### config.mk
export PLATFORM = sky130hd
export DESIGN_NAME = bsg_tag_serial_tx
export DESIGN_NICKNAME = d
export VERILOG_FILES = /design/src/rtl/bsg_tag_pkg.sv /design/src/rtl/bsg_tag_tx_piso.sv /design/src/rtl/bsg_tag_serial_tx.sv
export SDC_FILE = /design/constraint.sdc
export NUM_CORES = 1
export LEC_CHECK = 0
export ABC_AREA = 1
export CORE_MARGIN = 5
export CORE_UTILIZATION = 45
export CTS_CLUSTER_DIAMETER = 30
export DETAILED_ROUTE_END_ITERATION = 10
export PLACE_DENSITY = 0.74
export SLEW_MARGIN = 20
export SYNTH_ARGS = -nofsm -noshare
export SYNTH_HDL_FRONTEND = slang
export SYNTH_HIERARCHICAL = 1
export SYNTH_SLANG_ARGS = --single-unit
export TNS_END_PERCENT = 10
### constraint.sdc
create_clock -name clk_i -period 1.8 [get_ports clk_i]
set_clock_uncertainty 0.05 [all_clocks]
set_input_delay 0.27 -clock clk_i [delete_from_list [all_inputs] [get_ports clk_i]]
set_output_delay 0.27 -clock clk_i [all_outputs]
set_load 0.005 [all_outputs]
### src/rtl/bsg_tag_pkg.sv
// bsg_tag_pkg
//   Shared types for the bsg_tag serial transmitter.
//   - bsg_tag_tx_state_e : serializer FSM states, one emitted bit per cycle.
//   - bsg_tag_max        : constant helper used to size counters.
//   - BSG_TAG_TX_CMD_S_DECLARE(lg_els, lg_width) declares the captured
//     command struct inside a module, because its field widths depend on
//     that module's parameters.

package bsg_tag_pkg;

  typedef enum logic [2:0] {
    IDLE,
    START,
    LEN,
    DNR,
    NODE,
    PAY,
    GAP,
    RST
  } bsg_tag_tx_state_e;

  function automatic int bsg_tag_max(input int a, input int b);
    return (a > b) ? a : b;
  endfunction

endpackage

`define BSG_TAG_TX_CMD_S_DECLARE(lg_els_mp, lg_width_mp) \
  typedef struct packed { \
    logic                              reset_cmd; \
    logic [(lg_els_mp)-1:0]            node_id; \
    logic                              data_not_reset; \
    logic [(lg_width_mp)-1:0]          len; \
    logic [(2**(lg_width_mp))-2:0]     payload; \
  } bsg_tag_tx_cmd_s;

### src/rtl/bsg_tag_tx_piso.sv
// bsg_tag_tx_piso
//   Loadable LSB-first shift register with a saturating down-counter.
//   The top level loads one field (len, node id or payload) together with
//   its bit count and then shifts it out one bit per cycle.
// Ports
//   clk_i      in   tag clock
//   reset_n_i  in   asynchronous active-low reset
//   load_i     in   load data_i/count_i (wins over shift_i)
//   data_i     in   field value, bit 0 is emitted first
//   count_i    in   number of bits in the field
//   shift_i    in   advance to the next bit
//   bit_o      out  current bit (LSB of the shift register)
//   last_o     out  current bit is the last of the field

module bsg_tag_tx_piso #(
  parameter int width_p     = 15,
  parameter int cnt_width_p = 6
) (
  input  logic                   clk_i,
  input  logic                   reset_n_i,
  input  logic                   load_i,
  input  logic [width_p-1:0]     data_i,
  input  logic [cnt_width_p-1:0] count_i,
  input  logic                   shift_i,
  output logic                   bit_o,
  output logic                   last_o
);

  logic [width_p-1:0]     data_q, data_d;
  logic [cnt_width_p-1:0] cnt_q, cnt_d;

  always_comb begin
    data_d = data_q;
    cnt_d  = cnt_q;
    if (load_i) begin
      data_d = data_i;
      cnt_d  = count_i;
    end else if (shift_i) begin
      data_d = data_q >> 1;
      // Saturate at zero so an extra shift can never wrap the count.
      cnt_d  = (cnt_q == '0) ? '0 : cnt_q - cnt_width_p'(1);
    end
  end

  always_ff @(posedge clk_i or negedge reset_n_i) begin
    if (!reset_n_i) begin
      data_q <= '0;
      cnt_q  <= '0;
    end else begin
      data_q <= data_d;
      cnt_q  <= cnt_d;
    end
  end

  assign bit_o  = data_q[0];
  assign last_o = (cnt_q == cnt_width_p'(1));

endmodule

### src/rtl/bsg_tag_serial_tx.sv
// bsg_tag_serial_tx
//   Transmit side of the bsg_tag serial protocol. Accepts one parallel tag
//   command per valid/ready handshake and serializes it onto tag_data_o.
//   A command is either a client packet
//     start(1) len(LSB first) data_not_reset node_id(LSB first) payload[0..len-1]
//   or a master-reset burst of reset_ones_p ones. Both end with gap_zeros_p
//   zeros; done_o marks the last gap bit.
// Ports
//   clk_i, reset_n_i   tag clock, asynchronous active-low reset
//   v_i / ready_o      command handshake (ready_o is registered)
//   reset_cmd_i        1 = master-reset burst, 0 = client packet
//   node_id_i          destination client id
//   data_not_reset_i   1 = data packet, 0 = client-reset packet
//   len_i / payload_i  payload length and bits (bit 0 first)
//   tag_data_o         registered serial stream
//   done_o             registered pulse aligned with the last gap bit

module bsg_tag_serial_tx
  import bsg_tag_pkg::*;
#(
  parameter int els_p        = 64,
  parameter int lg_width_p   = 4,
  parameter int reset_ones_p = 32,
  parameter int gap_zeros_p  = 4
) (
  input  logic                       clk_i,
  input  logic                       reset_n_i,
  input  logic                       v_i,
  output logic                       ready_o,
  input  logic                       reset_cmd_i,
  input  logic [$clog2(els_p)-1:0]   node_id_i,
  input  logic                       data_not_reset_i,
  input  logic [lg_width_p-1:0]      len_i,
  input  logic [(2**lg_width_p)-2:0] payload_i,
  output logic                       tag_data_o,
  output logic                       done_o
);

  localparam int lg_els_lp  = $clog2(els_p);
  localparam int pay_w_lp   = (2**lg_width_p) - 1;
  localparam int piso_w_lp  = bsg_tag_max(bsg_tag_max(pay_w_lp, lg_els_lp), lg_width_p);
  localparam int cnt_w_lp   = $clog2(bsg_tag_max(bsg_tag_max(reset_ones_p, 2**lg_width_p),
                                                 bsg_tag_max(lg_els_lp, gap_zeros_p)) + 1);

  `BSG_TAG_TX_CMD_S_DECLARE(lg_els_lp, lg_width_p)

  bsg_tag_tx_state_e state_q, state_d;
  bsg_tag_tx_cmd_s   cmd_q, cmd_d;
  logic [cnt_w_lp-1:0] cnt_q, cnt_d, cnt_dec;
  logic ready_q, ready_d;
  logic tag_q, tag_d;
  logic done_q, done_d;
  logic accept;

  logic                 piso_load, piso_shift, piso_bit, piso_last;
  logic [piso_w_lp-1:0] piso_data;
  logic [cnt_w_lp-1:0]  piso_count;

  // ready_q is only ever set while the FSM sits in IDLE, so accept implies IDLE.
  assign accept  = v_i & ready_q;
  assign cnt_dec = (cnt_q == '0) ? '0 : cnt_q - cnt_w_lp'(1);

  always_comb begin
    state_d    = state_q;
    cmd_d      = cmd_q;
    cnt_d      = cnt_q;
    ready_d    = 1'b0;
    done_d     = 1'b0;
    tag_d      = 1'b0;
    piso_load  = 1'b0;
    piso_shift = 1'b0;
    piso_data  = '0;
    piso_count = '0;

    case (state_q)
      IDLE: begin
        // Registered ready drops in the cycle after acceptance.
        ready_d = ~accept;
        if (accept) begin
          cmd_d.reset_cmd      = reset_cmd_i;
          cmd_d.node_id        = node_id_i;
          cmd_d.data_not_reset = data_not_reset_i;
          cmd_d.len            = len_i;
          cmd_d.payload        = payload_i;
          if (reset_cmd_i) begin
            state_d = RST;
            cnt_d   = cnt_w_lp'(reset_ones_p);
          end else begin
            state_d = START;
          end
        end
      end

      START: begin
        tag_d      = 1'b1;
        piso_load  = 1'b1;
        piso_data  = piso_w_lp'(cmd_q.len);
        piso_count = cnt_w_lp'(lg_width_p);
        state_d    = LEN;
      end

      LEN: begin
        tag_d      = piso_bit;
        piso_shift = 1'b1;
        if (piso_last) state_d = DNR;
      end

      DNR: begin
        tag_d      = cmd_q.data_not_reset;
        piso_load  = 1'b1;
        piso_data  = piso_w_lp'(cmd_q.node_id);
        piso_count = cnt_w_lp'(lg_els_lp);
        state_d    = NODE;
      end

      NODE: begin
        tag_d      = piso_bit;
        piso_shift = 1'b1;
        if (piso_last) begin
          if (cmd_q.len == '0) begin
            state_d = GAP;
            cnt_d   = cnt_w_lp'(gap_zeros_p);
          end else begin
            // Reload while the final node bit is still on the output.
            piso_load  = 1'b1;
            piso_data  = piso_w_lp'(cmd_q.payload);
            piso_count = cnt_w_lp'(cmd_q.len);
            state_d    = PAY;
          end
        end
      end

      PAY: begin
        tag_d      = piso_bit;
        piso_shift = 1'b1;
        if (piso_last) begin
          state_d = GAP;
          cnt_d   = cnt_w_lp'(gap_zeros_p);
        end
      end

      GAP: begin
        tag_d = 1'b0;
        if (cnt_q <= cnt_w_lp'(1)) begin
          done_d  = 1'b1;
          state_d = IDLE;
        end else begin
          cnt_d = cnt_dec;
        end
      end

      RST: begin
        // RST is only entered from a captured reset command, so this is a 1.
        tag_d = cmd_q.reset_cmd;
        if (cnt_q <= cnt_w_lp'(1)) begin
          state_d = GAP;
          cnt_d   = cnt_w_lp'(gap_zeros_p);
        end else begin
          cnt_d = cnt_dec;
        end
      end

      default: state_d = IDLE;
    endcase
  end

  always_ff @(posedge clk_i or negedge reset_n_i) begin
    if (!reset_n_i) begin
      state_q <= IDLE;
      cmd_q   <= '0;
      cnt_q   <= '0;
      ready_q <= 1'b0;
      tag_q   <= 1'b0;
      done_q  <= 1'b0;
    end else begin
      state_q <= state_d;
      cmd_q   <= cmd_d;
      cnt_q   <= cnt_d;
      ready_q <= ready_d;
      tag_q   <= tag_d;
      done_q  <= done_d;
    end
  end

  bsg_tag_tx_piso #(
    .width_p    (piso_w_lp),
    .cnt_width_p(cnt_w_lp)
  ) piso_inst (
    .clk_i    (clk_i),
    .reset_n_i(reset_n_i),
    .load_i   (piso_load),
    .data_i   (piso_data),
    .count_i  (piso_count),
    .shift_i  (piso_shift),
    .bit_o    (piso_bit),
    .last_o   (piso_last)
  );

  assign ready_o    = ready_q;
  assign tag_data_o = tag_q;
  assign done_o     = done_q;

endmodule
==> results of run 1 <==
## repair_timing
item | 4_1_cts | 5_1_grt
setup buffers | 0 | 3
endpoints found under the hold margin | 60 | 0
endpoints found under the setup margin | 18 | 26
pin swaps | 0 | 3
hold buffers | 1 | 0
gates resized for setup | 4 | 13
## tightest hold or removal path, delay by kind of cell
kind / cells / cell delay [ps]
buffers and inverters: 3 / 920
## synth_stat cells
master    instances
o211ai_1          3
nand2_2          14
a21oi_2           1
conb_1            1
nor2_2            2
nand3_4           1
nand4_1           4
o21bai_1          1
nor2_1           35
inv_2             9
buf_6             3
buf_2             7
nor2_4            5
o21ai_0          14
nand2_1         128
inv_4             1
and3_1            1
buf_12            1
nand2_4           2
o22ai_1           1
nor2_8            1
a22o_1            2
a22oi_1           7
buf_4             1
inv_1            44
dfrtp_1          60
o21bai_2          1
nor3_1            1
nand3_1          16
ha_1              5
xor2_1            1
a21oi_1           5
xnor2_1           1
o21ai_1          38
a31o_2            1
nand3_2           2
## registers in the layout (all words and copies together) (netlist names), named ones only
| register | cells |
|---|---|
| cmd_q | 27 |
| cnt_q | 6 |
| done_o | 1 |
| piso_inst/cnt_q | 6 |
| piso_inst/data_q | 15 |
| ready_o | 1 |
| state_q | 2 |
| tag_data_o | 1 |
## routing by layer
| layer | wire length, µm | global-route usage, % | up-vias |
|---|---|---|---|
| met2 | 3230 | 27.1 | 57 |
| met3 | 258 | 3.79 | 15 |
| met1 | 3380 | 22.8 | 1304 |
| met4 | 176 | 9.98 | 0 |
| li1 | - | - | 1456 |
| met5 | 0 | 0 | - |
## area by class of cell
class	count	share of cell area, %
Clock buffer	9	2.98
Sequential cell	60	36.2
Tap cell	99	2.98
Timing Repair Buffer	64	15.0
Clock inverter	6	1.60
Inverter	54	5.06
Multi-Input combinational cell	295	36.2
## cells in the final DEF (no fill, tap or decap), drive strengths merged
master and count:
nand3 19, bufinv 1, nand2 144, o21ai 52, clkbuf 9, o21bai 2, nor2 43, and3 1
clkdlybuf4s50 31, o22ai 1, a21oi 6, xor2 1, a22o 2, clkinvlp 3, a22oi 7, dfrtp 60
conb 2, nor3 1, o211ai 3, clkinv 2, inv 54, ha 5, a31o 1, buf 32
dlygate4sd3 1, nand4 4, xnor2 1
## kinds of logic (layout without fill, tap and decap cells)
kind of cell	Yosys count	after routing
compound gates	74	74
xor+xnor	2	2
fa+ha+maj	5	5
buf+inv	66	133
flops	60	60
other cells	1	2
simple gates	212	212
## worst max path at each step
stage	start	end	slack (ps)	depth (start not counted)
floorplan	piso_inst/cnt_q[1]	piso_inst/cnt_q[1]	1	11
detailed placement	piso_inst/cnt_q[1]	piso_inst/data_q[1]	-260	11
global route	piso_inst/cnt_q[1]	piso_inst/cnt_q[5]	-20	13
CTS	piso_inst/cnt_q[1]	piso_inst/data_q[1]	-30	11
finish	piso_inst/cnt_q[1]	piso_inst/cnt_q[3]	90	13
global placement	piso_inst/cnt_q[0]	piso_inst/data_q[1]	-180	10
## stage by stage
step | utilization (%) | cells | setup TNS, ps | instance area [µm²]
floorplan | - | 421 | 0 | 3280
global placement | 54.1 | 568 | -1060 | 3880
detailed placement | 54.1 | 568 | -2030 | 3880
CTS | 57.0 | 584 | -38.1 | 4090
global route | 57.9 | 587 | -34.1 | 4160
finish | 57.9 | 587 | 0 | 4160
## power by group
| part | total (mW) | internal [mW] | switching, mW | leakage, nW |
|---|---|---|---|---|
| Sequential | 2.29 | 1.97 | 0.321 | 0.748 |
| Combinational | 3.70 | 1.53 | 2.17 | 1.24 |
| Clock | 1.20 | 0.630 | 0.567 | 0.0873 |
==> impl_metrics.py, run 1 <==
metrics = {
    "placement": {
        "dpl.hpwl_mm": 4.95,
        "io_buffer_count": 32,
        "place_ws_ps": -264,
        "globalplace.congestion": 0.919,
    },
    "critical_path": {
        "crit_chain": "inv_2 > ha_1 > and3_4 > inv_4 > nor2_8 > inv_2 > nand2_4 > buf_6 > nor2_2 > nand2_2 > inv_2 > nand2_1 > nand2_1",
        "slowest_delay_ps": 390,
        "path_common_cell": "inv_2",
        "r2r_slack_ps": 90,
        "crit_arrival_ps": 1890,
        "reg2reg_depth": 13,
        "worstPathRequired_ps": 1980,
        "r2r_end": "piso_inst/cnt_q[3]",
        "timing.rr.start": "piso_inst/cnt_q[1]",
        "crit_fanout": 7,
        "crit_path_end_kind": "flip-flop",
        "worstPathBufferInverterCount": 5,
        "critical-path-top-delay-family": "simple AND/OR/NAND/NOR gates",
        "slowest_stage": "dfrtp_1",
        "start_kind": "flip-flop",
        "worstSetupPathType": "flip-flop to flip-flop",
    },
    "yosys": {
        "synth-xor-area-share_pct": 0.535,
        "syn_area_per_cell_um2": 7.79,
        "synth-compound-area-share_pct": 12.8,
        "muxShareOfSynthArea_pct": 0,
        "synth_top_family_by_area": "simple AND/OR/NAND/NOR gates",
        "synth_adder_area_share_pct": 1.91,
        "synth_area_leader_cell": "dfrtp_1",
        "netlist_instances": 420,
        "synth_seq_cells": 60,
        "ys_types": 36,
        "synth_warnings": 6,
        "synth_area_um2": 3270,
        "yosysTopAreaCellShare_pct": 45.9,
        "synth-simple-area-share_pct": 29.5,
        "seq_area_frac_synth_pct": 45.9,
        "synth.area.top_cells": "dfrtp_1, nand2_1, o21ai_1",
    },
    "min_path": {
        "hold_path_class": "input port to async pin",
    },
    "floorplanning": {
        "fp.dieW_um": 95.3,
        "die_area_um2": 9080,
        "dieHeight_um": 95.3,
        "num_io_pins": 33,
        "coreArea_um2": 7180,
        "start_util_pct": 45.6,
        "rows": 31,
    },
    "finish": {
        "antenna_cells": 0,
        "fin_nets": 519,
        "ff_latch_area_um2": 1500,
        "multi_input_area_um2": 1510,
        "drive_gt1_share_pct": 20.5,
        "area.growth.synth_to_final_pct": 27.0,
        "nFillCells": 638,
    },
    "pwr": {
        "power_mw": 7.19,
        "peakVddDrop_uv": 577,
        "power_density_nw_per_um2": 1730,
        "power.static_leakage_nw": 2.07,
    },
    "job": {
        "cap_violations": 0,
    },
    "clock_network": {
        "clockBufferDepth": 2,
        "cts_tree": "built",
        "clk-insertion-delay-late_ps": 340,
        "clock-sinks": 60,
        "cts_root_buffer": "clkbuf_8",
        "cts-buffers-inserted": 9,
        "h-tree-depth": 3,
        "path_clk_slew_ps": 70,
    },
    "run_status": {
        "status": "finished, final reports clean",
    },
    "sta": {
        "layout_min_cycle_time_ps": 1710,
        "hold_viol": 0,
        "report.final.setup_viol": 0,
        "drv_slew": 0,
        "hold_ws_ps": 404,
        "fmax_mhz": 586,
        "fin_ws_ps": 92.1,
        "fin_crit_sh_pct": 94.9,
    },
    "global_route": {
        "grt_pass1_vias": 2775,
        "grt_pass1_wl_mm": 12.3,
        "grtUsageTotal_pct": 17.5,
        "antenna_found_initial": 0,
        "grt_max_degree": 61,
        "grt_overflow_total": 0,
    },
    "route": {
        "wl_per_cell_um": 12.0,
        "drt_iter0_drc": 128,
        "remaining_drc_errors": 0,
        "antenna_left": 0,
        "finalWirelength_mm": 7.05,
        "dr.pass1.iters": 4,
        "avgViaCountPerCell": 4.82,
        "vias": 2832,
    },
}
Power figures use the tool's default switching activity.
==> run 2: changes to the inputs <==
--- a/config.mk
+++ b/config.mk
@@ -6,12 +6,11 @@
 export NUM_CORES = 1
 export LEC_CHECK = 0
 export ABC_AREA = 1
-export CORE_MARGIN = 5
 export CORE_UTILIZATION = 45
 export CTS_CLUSTER_DIAMETER = 30
 export DETAILED_ROUTE_END_ITERATION = 10
 export PLACE_DENSITY = 0.74
-export SLEW_MARGIN = 20
+export SLEW_MARGIN = 10
 export SYNTH_ARGS = -nofsm -noshare
 export SYNTH_HDL_FRONTEND = slang
 export SYNTH_HIERARCHICAL = 1
==> run 2 against run 1 <==
Net effect: routed wire length increased by 4.8%; sequential power about the same; worst hold slack improved by 16 ps; critical path type unchanged; sequential share of layout area decreased by 0.29 points; highest routed layer unchanged; cell count decreased by 0.51%; critical path depth decreased by 2; total power increased by 2.7%; flip-flop and latch count unchanged; clock power increased by 3%; count of clock-buffer cells in the layout increased by 4.
==> impl_metrics.py, run 2 (synthesis results as in run 1) <==
metrics = {
    "floorplanning": {
        "coreArea_um2": 6910,
        "rows": 30,
        "dieHeight_um": 87.3,
        "num_io_pins": 33,
        "fp.dieW_um": 87.3,
        "start_util_pct": 47.4,
        "die_area_um2": 7620,
    },
    "sta": {
        "hold_ws_ps": 419,
        "fin_crit_sh_pct": 97.5,
        "setup_tns_ps": 0,
        "rsz0062_at_grt": "yes",
        "hold_viol": 0,
        "report.final.setup_viol": 0,
        "drv_slew": 0,
        "fmax_mhz": 570,
        "layout_min_cycle_time_ps": 1760,
    },
    "critical_path": {
        "crit_path_end_kind": "flip-flop",
        "worstPathRequired_ps": 1970,
        "crit_fanout": 9,
        "start_kind": "flip-flop",
        "crit_arrival_ps": 1920,
        "worstSetupPathType": "flip-flop to flip-flop",
    },
    "clock_network": {
        "cts_tree": "built",
        "cts_root_buffer": "clkbuf_8",
        "clockBufferDepth": 2,
        "clk-insertion-delay-late_ps": 340,
        "cts-buffers-inserted": 9,
        "clock-sinks": 60,
        "h-tree-depth": 3,
        "path_clk_slew_ps": 60,
    },
    "route": {
        "wl_per_cell_um": 12.6,
        "finalWirelength_mm": 7.38,
        "antenna_left": 0,
        "drt_iter0_drc": 181,
        "dr.pass1.iters": 4,
        "remaining_drc_errors": 0,
        "vias": 2828,
        "avgViaCountPerCell": 4.84,
    },
    "finish": {
        "antenna_cells": 0,
        "largest_register_ffs": 27,
        "nFillCells": 635,
        "final_cell_mix": "nand2_1, dfrtp_1, inv_1",
        "area.growth.synth_to_final_pct": 28.1,
        "final_common_cell": "nand2_1",
        "utilization_pct": 60.7,
        "fin_nets": 518,
        "regMostFlops": "cmd_q",
        "drive_gt1_share_pct": 19.7,
        "largestRegisters": "cmd_q x27, piso_inst/data_q x15",
    },
    "global_route": {
        "antenna_found_initial": 0,
        "grt_max_degree": 61,
        "grt_overflow_total": 0,
        "grt_pass1_wl_mm": 12.6,
        "grt_pass1_vias": 2794,
        "grtUsageTotal_pct": 21.4,
    },
    "pwr": {
        "power_density_nw_per_um2": 1760,
        "peakVddDrop_uv": 720,
        "power.static_leakage_nw": 2.09,
        "power_mw": 7.39,
    },
    "min_path": {
        "hold_path_class": "input port to async pin",
    },
    "placement": {
        "dpl.hpwl_mm": 5.13,
        "io_buffer_count": 32,
        "globalplace.congestion": 0.833,
    },
    "run_status": {
        "status": "finished, final reports clean",
    },
    "job": {
        "cap_violations": 0,
    },
}
==> run 2: final cells by class <==
| cell class | count | area, µm² | area share, % |
|---|---|---|---|
| clock buffer | 13 | 159 | 3.79 |
| clock inverter | 3 | 45.0 | 1.07 |
| inverter | 54 | 213 | 5.08 |
| multi-input combinational | 295 | 1530 | 36.4 |
| sequential | 60 | 1500 | 35.9 |
| tap | 96 | 120 | 2.87 |
| timing repair buffer | 63 | 626 | 14.9 |
==> run 2: worst max-delay path: stages (launching register included) <==
cell and delay [ps]:
dfrtp_1 380, inv_1 70, ha_1 150, and3_4 210, inv_4 50, nor2_8 120, inv_4 60, nand2_8 100
nor2_4 60, buf_12 150, a22oi_1 150, o21ai_1 90
==> run 2: final timing paths <==
check | startpoint | to | slack, ps | depth (start not counted)
max in group asynchronous | reset_n_i | state_q[0] | 980 | 3
hold reg to reg | cmd_q[24] | cmd_q[24] | 420 | 2
setup reg to reg | piso_inst/cnt_q[1] | piso_inst/cnt_q[1] | 40 | 11
setup / recovery | piso_inst/cnt_q[1] | piso_inst/cnt_q[1] | 40 | 11
hold / removal | reset_n_i | cmd_q[4] | 420 | 3
min in group clk_i | node_id_i[0] | cmd_q[20] | 420 | 3
==> run 2: repair_timing <==
item                                   4_1_cts  5_1_grt
setup endpoints to repair                   17       24
endpoints found under the hold margin       60        0
gates cloned                                 0        1
pin swaps                                    0        3
resized for setup                            5       15
setup buffers                                0        3
hold buffers                                 1        0
==> run 2: where the power goes <==
group	switching, mW	total (mW)	internal [mW]	leakage [nW]
Clock	0.527	1.24	0.716	0.0959
Sequential	0.339	2.31	1.97	0.748
Combinational	2.27	3.84	1.56	1.25
Total	3.14	7.39	4.25	2.09
==> run 2: metrics by stage <==
step | instance area (µm²) | std cells | setup WS [ps]
finish | 4190 | 584 | 44.2
global route | 4190 | 584 | -35.7
CTS | 4090 | 580 | -10.6
detailed placement | 3860 | 563 | -143
global placement | 3860 | 563 | -85.9
floorplan | 3280 | 421 | 1.02
==> run 2: metal layers <==
layer  track usage, %  part of all wire [%]  vias up
li1                 -                     -     1452
met2             35.0                    47       57
met3             3.98                   3.9        9
met1             27.5                    48     1310
met4             9.99                   1.9        0
met5                0                     0        -
==> run 3: changes to the inputs <==
--- a/config.mk
+++ b/config.mk
@@ -7,8 +7,10 @@
 export LEC_CHECK = 0
 export ABC_AREA = 1
 export CORE_UTILIZATION = 45
+export CTS_BUF_LIST = sky130_fd_sc_hd__clkbuf_16
 export CTS_CLUSTER_DIAMETER = 30
 export DETAILED_ROUTE_END_ITERATION = 10
+export GPL_TIMING_DRIVEN = 0
 export PLACE_DENSITY = 0.74
 export SLEW_MARGIN = 10
 export SYNTH_ARGS = -nofsm -noshare
==> run 3 against run 2 <==
Net effect: critical path depth stayed put; final area is 0.30% higher; count of clock-buffer cells in the layout is 4 lower; worst setup slack better by 15 ps; global-route usage is 0.51 points lower; clock power is 28% higher; die area stayed put; total power is 3.5% higher.
==> impl_metrics.py, run 3 (synthesis results as in run 1) <==
metrics = {
    "global_route": {
        "grt_overflow_total": 0,
        "grt_pass1_vias": 2684,
        "grtUsageTotal_pct": 20.9,
        "grt_max_degree": 61,
        "antenna_found_initial": 0,
        "grt_pass1_wl_mm": 12.3,
    },
    "finish": {
        "area.growth.synth_to_final_pct": 28.5,
        "final_common_cell": "nand2_1",
        "antenna_cells": 0,
        "drive_gt1_share_pct": 19.7,
        "largestRegisters": "cmd_q x27, piso_inst/data_q x15",
        "regMostFlops": "cmd_q",
        "utilization_pct": 60.9,
        "largest_register_ffs": 27,
        "fin_nets": 513,
        "stdcell_count": 578,
        "final_cell_mix": "nand2_1, dfrtp_1, inv_1",
    },
    "sta": {
        "drv_slew": 0,
        "rsz0062_at_grt": "yes",
        "max-slew-margin-rel_pct": 50.5,
        "layout_min_cycle_time_ps": 1740,
        "fmax_mhz": 574,
        "hold_viol": 0,
        "fin_crit_sh_pct": 96.7,
        "report.final.setup_viol": 0,
        "worst_pin_slew_ps": 742,
        "setup_tns_ps": 0,
    },
    "critical_path": {
        "reg2reg_depth": 11,
        "worstSetupPathType": "flip-flop to flip-flop",
        "start_kind": "flip-flop",
        "crit_fanout": 6,
        "crit_path_end_kind": "flip-flop",
        "timing.rr.start": "piso_inst/cnt_q[1]",
        "worstPathRequired_ps": 1950,
        "r2r_slack_ps": 60,
        "crit_arrival_ps": 1890,
        "r2r_end": "piso_inst/data_q[2]",
    },
    "min_path": {
        "hold_depth": 2,
        "min_from": "cmd_q[4]",
        "hold_path_class": "flip-flop to flip-flop",
        "holdPathEnd": "cmd_q[4]",
    },
    "placement": {
        "io_buffer_count": 32,
        "globalplace.congestion": 0.901,
        "placed_cells_incl_taps": 549,
        "dpl.hpwl_mm": 4.91,
    },
    "route": {
        "remaining_drc_errors": 0,
        "vias": 2879,
        "avgViaCountPerCell": 4.98,
        "wl_per_cell_um": 12.9,
        "drt_iter0_drc": 178,
        "dr.pass1.iters": 4,
        "finalWirelength_mm": 7.43,
        "antenna_left": 0,
    },
    "floorplanning": {
        "coreArea_um2": 6910,
        "dieHeight_um": 87.3,
        "fp.dieW_um": 87.3,
        "rows": 30,
        "start_util_pct": 47.4,
        "num_io_pins": 33,
        "die_area_um2": 7620,
    },
    "clock_network": {
        "clk-insertion-delay-late_ps": 330,
        "cts_tree": "built",
        "cts_root_buffer": "clkbuf_16",
        "cts-buffers-inserted": 9,
        "clockBufferDepth": 2,
        "path_clk_slew_ps": 50,
        "clock-sinks": 60,
        "h-tree-depth": 3,
    },
    "pwr": {
        "peakVddDrop_uv": 776,
        "power.static_leakage_nw": 2.11,
        "power_mw": 7.65,
        "power_density_nw_per_um2": 1820,
    },
    "job": {
        "cap_violations": 0,
    },
    "run_status": {
        "status": "finished, final reports clean",
    },
}
-- run 3: cell types whose count changed in the layout (fill, tap and decap cells not counted), moves of 3 or more --
| cell | change |
|---|---|
| clkbuf_8 | -11 |
| buf_4 | -8 |
| clkbuf_16 | +8 |
| buf_6 | +6 |
| a22oi_1 | -3 |
| a22oi_2 | +3 |
| buf_12 | -3 |
| inv_1 | +3 |
-- run 3: cell type report --
type                    instances  area, µm²
plain buffers                  12        120
clock buffers                   9        225
well taps                      96        120
repair buffers                 46        425
fillers                       594       2700
inverters                      54        218
multi-input cells             295       1540
flip-flops and latches         60       1500
clock inverters                 6       50.0
-- run 3: critical path: stages, from the launching register on --
cell     delay, ps
dfrtp_1        380
inv_2           60
ha_1           140
and3_4         210
inv_4           50
nor2_8         150
inv_8           50
nand2_8         80
nor2_4          50
buf_4          160
a22oi_1        130
nand2_1         80
-- run 3: through the flow --
| step | hold slack, ps | cell area, µm² | worst slack, ps |
|---|---|---|---|
| after detailed placement | 332 | 3720 | -307 |
| after global routing | 441 | 4200 | -20.9 |
| after floorplan | -75.6 | 3280 | 1.02 |
| after global placement | 408 | 3720 | -1490 |
| final | 418 | 4200 | 59.0 |
| after CTS | 421 | 4080 | 3.34 |
-- run 3: report_power, final --
group,internal (mW),switching (mW)
clock,1.04,0.556
sequential,1.98,0.333
combinational,1.46,2.28
total,4.48,3.17
-- run 3: what timing repair did --
| item | 4_1_cts | 5_1_grt |
|---|---|---|
| buffers inserted | 6 | 5 |
| hold buffers | 1 | 0 |
| hold endpoints to repair | 60 | 0 |
| pin swaps | 2 | 3 |
| cloned | 1 | 1 |
| endpoints found under the setup margin | 21 | 23 |
| resized for setup | 14 | 22 |
-- run 3: how the worst max path moves through the flow --
stage	slack (ps)	to	from
floorplan	1	piso_inst/cnt_q[1]	piso_inst/cnt_q[1]
global placement	-1490	cnt_q[3]	reset_n_i
detailed placement	-310	piso_inst/cnt_q[1]	piso_inst/cnt_q[1]
CTS	3	piso_inst/cnt_q[1]	flip-flop
global route	-20	piso_inst/data_q[2]	piso_inst/cnt_q[1]
finish	60	piso_inst/data_q[2]	piso_inst/cnt_q[1]
-- run 3: routing by layer --
| layer | part of all wire (%) | global-route usage [%] | up-vias |
|---|---|---|---|
| met5 | 0 | 0 | - |
| met4 | 2.3 | 5.96 | 0 |
| met3 | 5.0 | 5.50 | 16 |
| met2 | 47 | 33.6 | 84 |
| met1 | 45 | 27.9 | 1331 |
| li1 | - | - | 1448 |
